==> src/rtl/uart_tx.sv <==
// UART transmitter: one W_IN-bit handshake word goes out as NUM_WORDS 8N1-style
// packets, lowest word first, each bit held CLOCKS_PER_PULSE clocks.
module uart_tx #(
  parameter int CLOCKS_PER_PULSE = 4,
  parameter int W_IN             = 16,
  parameter int BITS_PER_WORD    = 8
) (
  input  logic            clk,
  input  logic            rst,
  input  logic            s_valid,
  input  logic [W_IN-1:0] s_data,
  output logic            s_ready,
  output logic            tx
);
  localparam int NUM_WORDS = W_IN / BITS_PER_WORD;
  localparam int PW = (CLOCKS_PER_PULSE > 1) ? $clog2(CLOCKS_PER_PULSE) : 1;
  localparam int BW = (BITS_PER_WORD > 1) ? $clog2(BITS_PER_WORD) : 1;
  localparam int WW = (NUM_WORDS > 1) ? $clog2(NUM_WORDS) : 1;
  localparam logic [PW-1:0] P_LAST = PW'(CLOCKS_PER_PULSE - 1);
  localparam logic [BW-1:0] B_LAST = BW'(BITS_PER_WORD - 1);
  localparam logic [WW-1:0] W_LAST = WW'(NUM_WORDS - 1);

  typedef enum logic [1:0] {IDLE, START, DATA, STOP} state_t;

  state_t          state, state_n;
  logic [PW-1:0]   pulse_cnt, pulse_n;
  logic [BW-1:0]   bit_cnt, bit_n;
  logic [WW-1:0]   word_cnt, word_n;
  logic [W_IN-1:0] hold, hold_n;
  logic            tx_n;
  logic            wrap;

  assign s_ready = !rst && (state == IDLE);
  assign wrap    = (pulse_cnt == P_LAST);

  always_ff @(posedge clk) begin
    if (rst) begin
      state     <= IDLE;
      pulse_cnt <= '0;
      bit_cnt   <= '0;
      word_cnt  <= '0;
      hold      <= '0;
      tx        <= 1'b1;
    end else begin
      state     <= state_n;
      pulse_cnt <= pulse_n;
      bit_cnt   <= bit_n;
      word_cnt  <= word_n;
      hold      <= hold_n;
      tx        <= tx_n;
    end
  end

  // tx is registered from the next-state decision so the line level lines up
  // with the state it belongs to, starting on the handshake edge itself.
  always_comb begin
    state_n = state;
    pulse_n = pulse_cnt;
    bit_n   = bit_cnt;
    word_n  = word_cnt;
    hold_n  = hold;
    tx_n    = tx;
    if (state != IDLE)
      pulse_n = wrap ? '0 : pulse_cnt + 1'b1;
    case (state)
      IDLE: begin
        if (s_valid) begin
          state_n = START;
          hold_n  = s_data;
          pulse_n = '0;
          bit_n   = '0;
          word_n  = '0;
          tx_n    = 1'b0;
        end
      end
      START: begin
        if (wrap) begin
          state_n = DATA;
          tx_n    = hold[0];
        end
      end
      DATA: begin
        if (wrap) begin
          // hold shifts one bit per data bit, so bit 0 is always the next to send
          hold_n = hold >> 1;
          if (bit_cnt == B_LAST) begin
            state_n = STOP;
            bit_n   = '0;
            tx_n    = 1'b1;
          end else begin
            bit_n = bit_cnt + 1'b1;
            tx_n  = hold_n[0];
          end
        end
      end
      STOP: begin
        if (wrap) begin
          if (word_cnt == W_LAST) begin
            state_n = IDLE;
            tx_n    = 1'b1;
          end else begin
            state_n = START;
            word_n  = word_cnt + 1'b1;
            tx_n    = 1'b0;
          end
        end
      end
      default: state_n = IDLE;
    endcase
  end
endmodule

==> config.mk <==
export PLATFORM = sky130hd
export DESIGN_NAME = uart_tx
export DESIGN_NICKNAME = d
export VERILOG_FILES = /design/src/rtl/uart_tx.sv
export SDC_FILE = /design/constraint.sdc
export NUM_CORES = 1
export LEC_CHECK = 0
export ABC_AREA = 1
export ABC_CLOCK_PERIOD_IN_PS = 2000
export BUFFER_PORTS_ARGS = -buffer_cell sky130_fd_sc_hd__buf_2
export CAP_MARGIN = 20
export CORE_UTILIZATION = 58
export CTS_BUF_LIST = sky130_fd_sc_hd__clkbuf_8
export DETAILED_ROUTE_END_ITERATION = 7
export GPL_ROUTABILITY_DRIVEN = 0
export PLACE_DENSITY_LB_ADDON = 0.3
export SLEW_MARGIN = 40
export SYNTH_ARGS = -nofsm -noshare
export SYNTH_HDL_FRONTEND = slang
export SYNTH_SLANG_ARGS = --single-unit
export TNS_END_PERCENT = 10
==> constraint.sdc <==
create_clock -name clk -period 2 [get_ports clk]
set_clock_uncertainty 0.2 [all_clocks]
set_input_delay 0.2 -clock clk [delete_from_list [all_inputs] [get_ports clk]]
set_output_delay 0.2 -clock clk [all_outputs]
set_load 0.005 [all_outputs]
==> results.py, run 1 <==
metrics = {
    "route": {
        "finalWirelength_mm": 2.60,
        "drcViolationCount": 0,
        "antenna_left": 0,
        "dr.pass1.iters": 4,
        "drt-wirelength-per-cell_um": 10.9,
        "vias": 1201,
        "drt_iter0_drc": 16,
        "viasPerCell": 5.03,
    },
    "layout": {
        "area_growth_syn_to_layout_pct": 10.7,
        "diodes": 0,
        "final_net_count": 238,
        "drive_above_1_share_pct": 20.9,
        "final_util_pct": 67.5,
    },
    "logic_synthesis": {
        "yosysSeqAreaShare_pct": 37.1,
        "syn_area_per_cell_um2": 7.03,
        "synth_edf_count": 0,
        "syn_inst": 192,
        "syn-cell-area_mm2": 0.00135,
        "synth_flop_cell": "dfxtp_1",
        "synth_top_area_share_pct": 37.1,
        "yosys-top-cells-area": "dfxtp_1 (37%), nand2_1 (17%), nor2_1 (7.8%)",
        "ys_ff_latch": 25,
        "synth.most_common_cell": "nand2_1",
        "ys_top_cells_by_count": "nand2_1 (60), nor2_1 (28), dfxtp_1 (25)",
        "yosysTopAreaCell": "dfxtp_1",
        "ys_types": 24,
        "yosys_warnings": 0,
        "synthArstFlopShare_pct": 0,
        "syn_nets": 218,
    },
    "critical_path": {
        "rrSetupSlack_ns": 0.17,
        "critPathCaptureType": "flop",
        "startpoint_type": "flop",
        "cp.required_ns": 1.96,
        "crit_path_start": "state[0]",
        "critical_path_arrival_ns": 1.79,
        "reg2reg_depth": 8,
        "cp_max_fo": 20,
        "critical_path_class": "reg2reg",
        "r2r_end": "hold[6]",
        "r2r_start": "state[0]",
    },
    "place": {
        "hpwl_mm": 1.82,
        "place_ws_ns": 0.0901,
        "portBuffers": 20,
    },
    "global_route": {
        "grt_usage_pct": 22.9,
        "grt_first_pass_wirelength_mm": 4.45,
        "grt_start_max_net_pins": 21,
        "antenna_found_initial": 0,
        "first_global_vias": 1113,
        "grt_overflow": 0,
    },
    "floorplan": {
        "start_util_pct": 61.0,
        "io_pins": 21,
        "die_w_um": 50.2,
        "die_h_um": 50.2,
        "row_count": 17,
        "die_area_mm2": 0.00252,
        "fp.coreArea_mm2": 0.00221,
    },
    "clock_tree": {
        "tritoncts": "yes",
        "postCtsSetupRepairBufs": 0,
        "clkTransAtPathRegs_ns": 0.08,
        "cts_root_buf": "clkbuf_8",
        "cts-buffers-inserted": 3,
        "clock_sinks": 25,
        "clk_path_buf_depth": 2,
        "clock_latency_ns": 0.26,
        "cts_max_level": 1,
    },
    "sta": {
        "max_slew.worst_pin.slew_ns": 0.490,
        "fin_ws_ns": 0.167,
        "tns_ns": 0,
        "finalCritPeriodShare_pct": 91.7,
        "max_freq_mhz": 545,
        "drv_slew": 0,
        "setup_viol": 0,
        "final_hold_viol_count": 0,
        "period_minus_slack_ns": 1.83,
        "grt_setup_unrepaired": "no",
        "slew_headroom_pct": 67.3,
        "hold_ws_ns": 0.0361,
    },
    "power_and_ir_drop": {
        "internal-power_uw": 1320,
        "power.density_mw_per_mm2": 1660,
        "ir_worst_vdd_mv": 1.23,
        "p_sw_uw": 1150,
        "switching_share_pct": 46.4,
        "combPwrFrac_pct": 54.2,
        "totalPowerFinal_uw": 2470,
        "power_leakage_uw": 0.000748,
        "clkPwrFrac_pct": 11.6,
        "pwr-share-seq_pct": 34.2,
    },
    "job": {
        "drv_cap": 0,
    },
    "worst_hold_path": {
        "whs_path_depth": 4,
        "whs_endpoint": "pulse_cnt[1]",
        "hold_class": "in2reg",
        "hold_start": "s_valid",
    },
    "outcome": {
        "status": "finished clean",
    },
}
==> registers in the layout (all words and copies together) (netlist names) <==
name,flops
tx,1
word_cnt,1
state,2
pulse_cnt,2
hold,16
bit_cnt,3
==> per-stage QoR <==
stage	std cells	cell area [µm²]
detailed placement	234	1430
floorplan	192	1350
finish	239	1490
global route	239	1490
global placement	234	1430
CTS	239	1490
==> cell type report <==
class	instances	area [µm²]
Timing Repair Buffer	24	136
Tap cell	28	35.0
Clock inverter	1	3.75
Sequential cell	25	500
Fill cell	206	718
Inverter	10	47.5
Clock buffer	3	41.3
Multi-Input combinational cell	148	729
==> repair_timing <==
item | 4_1_cts | 5_1_grt
hold buffers | 1 | 0
hold endpoints to repair | 4 | 0
resized for setup | 0 | 3
endpoints found under the setup margin | 0 | 17
==> cells in the final DEF, fill, tap and decap left out, drive strengths merged <==
cell | synthesis | routed
nand3 | 6 | 6
nand2 | 64 | 64
nand3b | 1 | 1
o211a | 1 | 1
dfxtp | 25 | 25
a21o | 1 | 1
dlygate4sd3 | 0 | 1
nor3 | 2 | 2
nor2 | 38 | 38
buf | 8 | 23
o21ai | 20 | 20
ha | 7 | 7
o211ai | 1 | 1
inv | 10 | 11
clkbuf | 1 | 3
a21oi | 6 | 6
nand4 | 1 | 1
==> worst max-delay path by stage <==
stage,endpoint,slack (ns),cells after the start
after floorplan,hold[14],0.31,9
after global placement,hold[6],0.19,8
after detailed placement,hold[12],0.09,8
after CTS,hold[3],0.06,8
after global routing,state[1],0.04,9
final,hold[6],0.17,8
==> logic make-up after synthesis <==
kind of cell | share of synthesized area, %
simple gates | 35.7
flops | 37.1
fa+ha+maj | 6.49
compound gates | 11.5
buf+inv | 9.27
==> power by group through the flow <==
stage	clock [µW]	sequential [µW]	combinational [µW]
2_1_floorplan	0	828	1220
3_3_place_gp	0	845	1260
3_5_place_dp	0	857	1300
4_1_cts	294	846	1310
5_1_grt	311	870	1540
6_report	287	846	1340
==> worst max-delay path, stage by stage (launching register included) <==
cell	delay [ns]
dfxtp_1	0.41
inv_1	0.10
ha_1	0.26
inv_2	0.13
nand2_1	0.13
nand2_4	0.23
inv_8	0.10
nor2_1	0.10
nor2_1	0.05
==> routing by layer <==
| layer | share of wire, % | global-route usage [%] | routed length, µm |
|---|---|---|---|
| met1 | 45 | 26.0 | 1170 |
| met5 | 0 | 0 | 0 |
| met4 | 1.2 | 11.0 | 31 |
| met2 | 51 | 41.6 | 1330 |
| met3 | 2.7 | 3.03 | 69 |
Power figures use the tool's default switching activity.
==> run 2, diff against run 1 <==
--- a/config.mk
+++ b/config.mk
@@ -13,8 +13,8 @@
 export CTS_BUF_LIST = sky130_fd_sc_hd__clkbuf_8
 export DETAILED_ROUTE_END_ITERATION = 7
 export GPL_ROUTABILITY_DRIVEN = 0
-export PLACE_DENSITY_LB_ADDON = 0.3
-export SLEW_MARGIN = 40
+export PLACE_DENSITY_LB_ADDON = 0.1
+export SLEW_MARGIN = 20
 export SYNTH_ARGS = -nofsm -noshare
 export SYNTH_HDL_FRONTEND = slang
 export SYNTH_SLANG_ARGS = --single-unit
==> run 2 against run 1 <==
Sequential power about the same. Register-to-register slack improved by 0.02 ns. Total power increased by 0.13%. Clock power increased by 7%. Sequential cell count unchanged. Worst setup slack improved by 0.016 ns. Fmax increased by 0.89%. Non-clock buffer count unchanged. Via count increased by 2.6%. First-iteration DRC count increased by 19%. Largest cell class unchanged. Largest power group unchanged.
==> results.py, run 2 (synthesis results as in run 1) <==
metrics = {
    "outcome": {
        "status": "finished clean",
    },
    "global_route": {
        "grt_busiest_layer": "met2",
        "met3_usage_pct": 3.64,
        "met2_usage_pct": 42.0,
        "grt_first_pass_wirelength_mm": 4.56,
        "grt_use_met1_pct": 26.5,
        "grt_start_max_net_pins": 21,
        "antenna_found_initial": 0,
        "grt_usage_pct": 23.8,
        "grt_overflow": 0,
        "first_global_vias": 1142,
    },
    "sta": {
        "max_slew.worst_pin.slew_ns": 0.503,
        "finalCritPeriodShare_pct": 90.9,
        "slew_headroom_pct": 66.5,
        "max_freq_mhz": 550,
        "setup_viol": 0,
        "period_minus_slack_ns": 1.82,
        "drv_slew": 0,
        "tns_ns": 0,
        "grt_setup_unrepaired": "no",
        "final_hold_viol_count": 0,
    },
    "route": {
        "viasPerCell": 5.15,
        "drt_iter0_drc": 19,
        "antenna_left": 0,
        "drcViolationCount": 0,
        "drt-wirelength-per-cell_um": 11.0,
        "dr.pass1.iters": 4,
        "vias": 1232,
        "finalWirelength_mm": 2.62,
    },
    "clock_tree": {
        "clock_sinks": 25,
        "cts-buffers-inserted": 3,
        "clock_latency_ns": 0.27,
        "tritoncts": "yes",
        "clkTransAtPathRegs_ns": 0.09,
        "clk_path_buf_depth": 2,
        "cts_max_level": 1,
        "cts_root_buf": "clkbuf_8",
        "postCtsSetupRepairBufs": 0,
    },
    "critical_path": {
        "cp_max_fo": 19,
        "critical_path_arrival_ns": 1.79,
        "critical_path_class": "reg2reg",
        "critPathCaptureType": "flop",
        "cp.required_ns": 1.97,
        "startpoint_type": "flop",
    },
    "floorplan": {
        "die_area_mm2": 0.00252,
        "row_count": 17,
        "io_pins": 21,
        "start_util_pct": 61.0,
        "fp.coreArea_mm2": 0.00221,
        "die_w_um": 50.2,
        "die_h_um": 50.2,
    },
    "layout": {
        "final_util_pct": 67.4,
        "largest_registers": "hold (16), bit_cnt (3)",
        "final_net_count": 238,
        "mostFrequentLayoutCell": "nand2_1",
        "final_cell_mix": "nand2_1 (60), nor2_1 (28), dfxtp_1 (25)",
        "regMostFlops": "hold",
        "drive_above_1_share_pct": 21.3,
        "area_growth_syn_to_layout_pct": 10.5,
        "diodes": 0,
        "largest_register_ffs": 16,
    },
    "job": {
        "drv_cap": 0,
    },
    "power_and_ir_drop": {
        "power_leakage_uw": 0.000745,
        "ir_worst_vdd_mv": 0.998,
        "power.density_mw_per_mm2": 1660,
    },
    "worst_hold_path": {
        "hold_class": "in2reg",
    },
    "place": {
        "hpwl_mm": 1.81,
        "portBuffers": 20,
    },
}
## run 2: cell count changes in the layout (fill, tap and decap cells not counted)
cell,delta
buf_6,-1
inv_1,-1
o21ai_0,+1
o21ai_1,-1
clkinv_2,+1
buf_4,+1
## run 2: report_power, final
group	internal, µW	leakage, µW	switching, µW
combinational	469	0.000513	857
sequential	712	0.000207	133
clock	140	0.0000255	167
total	1320	0.000745	1160
## run 2: through the flow
step	setup WS, ns	total power, µW	hold slack, ns	std cells	cell area, µm²
after floorplan	0.305	2050	0.193	192	1350
after global placement	0.170	2110	0.251	234	1430
after detailed placement	0.113	2160	0.265	234	1430
after CTS	0.0943	2470	0.0524	239	1490
after global routing	0.00916	2730	0.0692	239	1490
final	0.183	2480	0.0563	239	1490
## run 2: worst paths after layout
check                           startpoint      endpoint  slack [ns]  cells past startpoint
worst min-delay path               s_valid  pulse_cnt[1]        0.06                      4
worst max-delay path              state[0]      state[0]        0.18                      8
worst max register to register    state[0]      state[0]        0.18                      8
worst min register to register  bit_cnt[2]    bit_cnt[2]        0.28                      2
## run 2: what timing repair did
| action | in CTS | in global routing |
|---|---|---|
| hold endpoints to repair | 4 | 0 |
| hold buffers | 1 | 0 |
| setup endpoints to repair | 0 | 16 |
| resized for setup | 0 | 1 |
## run 2: worst max-delay path: stages, from the launching register on
cell and delay, ns:
dfxtp_1 0.41, inv_1 0.10, ha_1 0.29, inv_2 0.08, buf_4 0.22, a21o_1 0.11
nand3_1 0.12, nor2_1 0.14, nor2_1 0.05
## run 2: layout make-up
cell class,instances,area (µm²)
multi-input combinational,148,729
fill,225,721
sequential,25,500
timing repair buffer,24,133
inverter,10,47.5
clock buffer,3,41.3
tap,28,35.0
clock inverter,1,5.00
## run 2: routing by layer
metal | wire [µm] | up-vias
met1 | 1230 | 563
met2 | 1290 | 17
li1 | - | 647
met3 | 59 | 5
met5 | 0 | -
met4 | 43 | 0
==> run 3, diff against run 2 <==
==> constraint.sdc (replaced) <==
create_clock -name clk -period 2 [get_ports clk]
set_clock_uncertainty 0.2 [all_clocks]
set_input_delay 0.4 -clock clk [delete_from_list [all_inputs] [get_ports clk]]
set_output_delay 0.4 -clock clk [all_outputs]
set_load 0.005 [all_outputs]
==> run 3 against run 2 <==
Total power is 0.15% higher. Sequential share of layout area is 0.28 points higher. Fmax is 2.9% lower. Critical path depth is 3 lower. Highest routed layer unchanged. Global-route usage is 0.13 points lower. Largest cell class unchanged.
==> results.py, run 3 (synthesis results as in run 1) <==
metrics = {
    "critical_path": {
        "critPathCaptureType": "output port",
        "critical_path_arrival_ns": 1.27,
        "rrSetupSlack_ns": 0.24,
        "reg2reg_depth": 9,
        "cp_max_fo": 6,
        "crit_path_cell_trace": "inv_1, ha_1, inv_2, nor2_1, buf_2",
        "r2r_start": "state[0]",
        "cp.required_ns": 1.40,
        "r2r_end": "state[0]",
        "cpMaxStageDelayCell": "dfxtp_1",
        "critical_path_class": "reg2out",
        "startpoint_type": "flop",
        "crit_path_max_incr_delay_ns": 0.33,
    },
    "layout": {
        "mostFrequentLayoutCell": "nand2_1",
        "ff_latch_area_um2": 502,
        "largest_register_ffs": 16,
        "final_net_count": 237,
        "regMostFlops": "hold",
        "drive_above_1_share_pct": 21.9,
        "multi_input_area_um2": 729,
        "final_cells": 238,
        "area_growth_syn_to_layout_pct": 9.82,
        "final_cell_mix": "nand2_1 (60), nor2_1 (28), dfxtp_1 (24)",
        "diodes": 0,
        "largest_registers": "hold (16), bit_cnt (3)",
        "final_util_pct": 67.0,
        "fillers": 226,
    },
    "worst_hold_path": {
        "whs_endpoint": "bit_cnt[2]",
        "hold_start": "rst",
        "hold_class": "in2reg",
        "whs_path_depth": 2,
    },
    "sta": {
        "final_hold_viol_count": 0,
        "slew_headroom_pct": 66.4,
        "setup_viol": 0,
        "finalCritPeriodShare_pct": 93.6,
        "fin_ws_ns": 0.128,
        "tns_ns": 0,
        "drv_slew": 0,
        "max_slew.worst_pin.slew_ns": 0.503,
        "grt_setup_unrepaired": "no",
        "period_minus_slack_ns": 1.87,
        "max_freq_mhz": 534,
    },
    "clock_tree": {
        "clkTransAtPathRegs_ns": 0.09,
        "clock_latency_ns": 0.27,
        "cts_max_level": 1,
        "cts-buffers-inserted": 3,
        "cts_root_buf": "clkbuf_8",
        "clk_path_buf_depth": 2,
        "clock_sinks": 25,
        "tritoncts": "yes",
        "cts.hold.buffers_added": 0,
    },
    "floorplan": {
        "row_count": 17,
        "io_pins": 21,
        "start_util_pct": 61.0,
        "fp.coreArea_mm2": 0.00221,
        "die_h_um": 50.2,
        "die_w_um": 50.2,
        "die_area_mm2": 0.00252,
    },
    "global_route": {
        "antenna_found_initial": 0,
        "grt_overflow": 0,
        "met3_usage_pct": 3.64,
        "first_global_vias": 1130,
        "grt_start_max_net_pins": 21,
        "grt_busiest_layer": "met2",
        "met2_usage_pct": 41.6,
        "grt_use_met1_pct": 26.5,
        "grt_usage_pct": 23.6,
        "grt_first_pass_wirelength_mm": 4.53,
    },
    "route": {
        "finalWirelength_mm": 2.61,
        "antenna_left": 0,
        "drt-wirelength-per-cell_um": 11.0,
        "drcViolationCount": 0,
        "drt_iter0_drc": 19,
        "dr.pass1.iters": 4,
        "vias": 1222,
        "viasPerCell": 5.13,
    },
    "outcome": {
        "status": "finished clean",
    },
    "place": {
        "placed_cells": 234,
        "portBuffers": 20,
        "hpwl_mm": 1.81,
        "place_ws_ns": 0.113,
    },
    "job": {
        "drv_cap": 0,
    },
    "power_and_ir_drop": {
        "power_leakage_uw": 0.000741,
        "totalPowerFinal_uw": 2480,
        "power.density_mw_per_mm2": 1670,
        "ir_worst_vdd_mv": 1.00,
    },
}
run 3: changes by cell type in the layout (fill, tap and decap cells not counted), sizes merged:
cell / previous run / this run
dlygate4sd3: 1 / 0
run 3: layout make-up:
type / instances / area share (%)
Multi-Input combinational cell: 148 / 49.2
Sequential cell: 25 / 33.8
Timing Repair Buffer: 23 / 8.27
Inverter: 10 / 3.21
Clock buffer: 3 / 2.78
Tap cell: 28 / 2.36
Clock inverter: 1 / 0.338
run 3: layer usage:
layer / share of wire (%) / up-vias
met4: 1.6 / 0
li1: - / 644
met3: 2.3 / 5
met1: 47 / 556
met2: 49 / 17
met5: 0 / -
run 3: through the flow:
step / cell area [µm²] / hold WS (ns)
finish: 1480 / 0.178
floorplan: 1350 / 0.243
CTS: 1480 / 0.177
global placement: 1430 / 0.251
detailed placement: 1430 / 0.265
global route: 1480 / 0.192
run 3: worst max path at each step:
stage / startpoint / end / slack (ns) / cells past startpoint
after floorplan: state[0] / hold[14] / 0.31 / 9
after global placement: state[0] / hold[5] / 0.17 / 8
after detailed placement: state[0] / hold[5] / 0.11 / 8
after CTS: state[0] / s_ready / 0.07 / 5
after global routing: state[0] / s_ready / 0.06 / 5
final: state[1] / s_ready / 0.13 / 5
run 3: repair_timing:
| action | in CTS | in global routing |
|---|---|---|
| endpoints found under the setup margin | 0 | 17 |
| buffers inserted | 0 | 0 |
| resized for setup | 0 | 2 |
run 3: power breakdown:
| part | internal (µW) | total [µW] | leakage, µW | switching, µW |
|---|---|---|---|---|
| sequential | 715 | 847 | 0.000207 | 133 |
| clock | 140 | 308 | 0.0000255 | 168 |
| combinational | 467 | 1320 | 0.000509 | 857 |
| total | 1320 | 2480 | 0.000741 | 1160 |
run 3: worst max-delay path: cells and delay by family (launching register included):
| family | cells | cell delay, ns |
|---|---|---|
| fa+ha+maj | 1 | 0.26 |
| buf+inv | 3 | 0.32 |
| flops | 1 | 0.33 |
| simple gates | 1 | 0.08 |
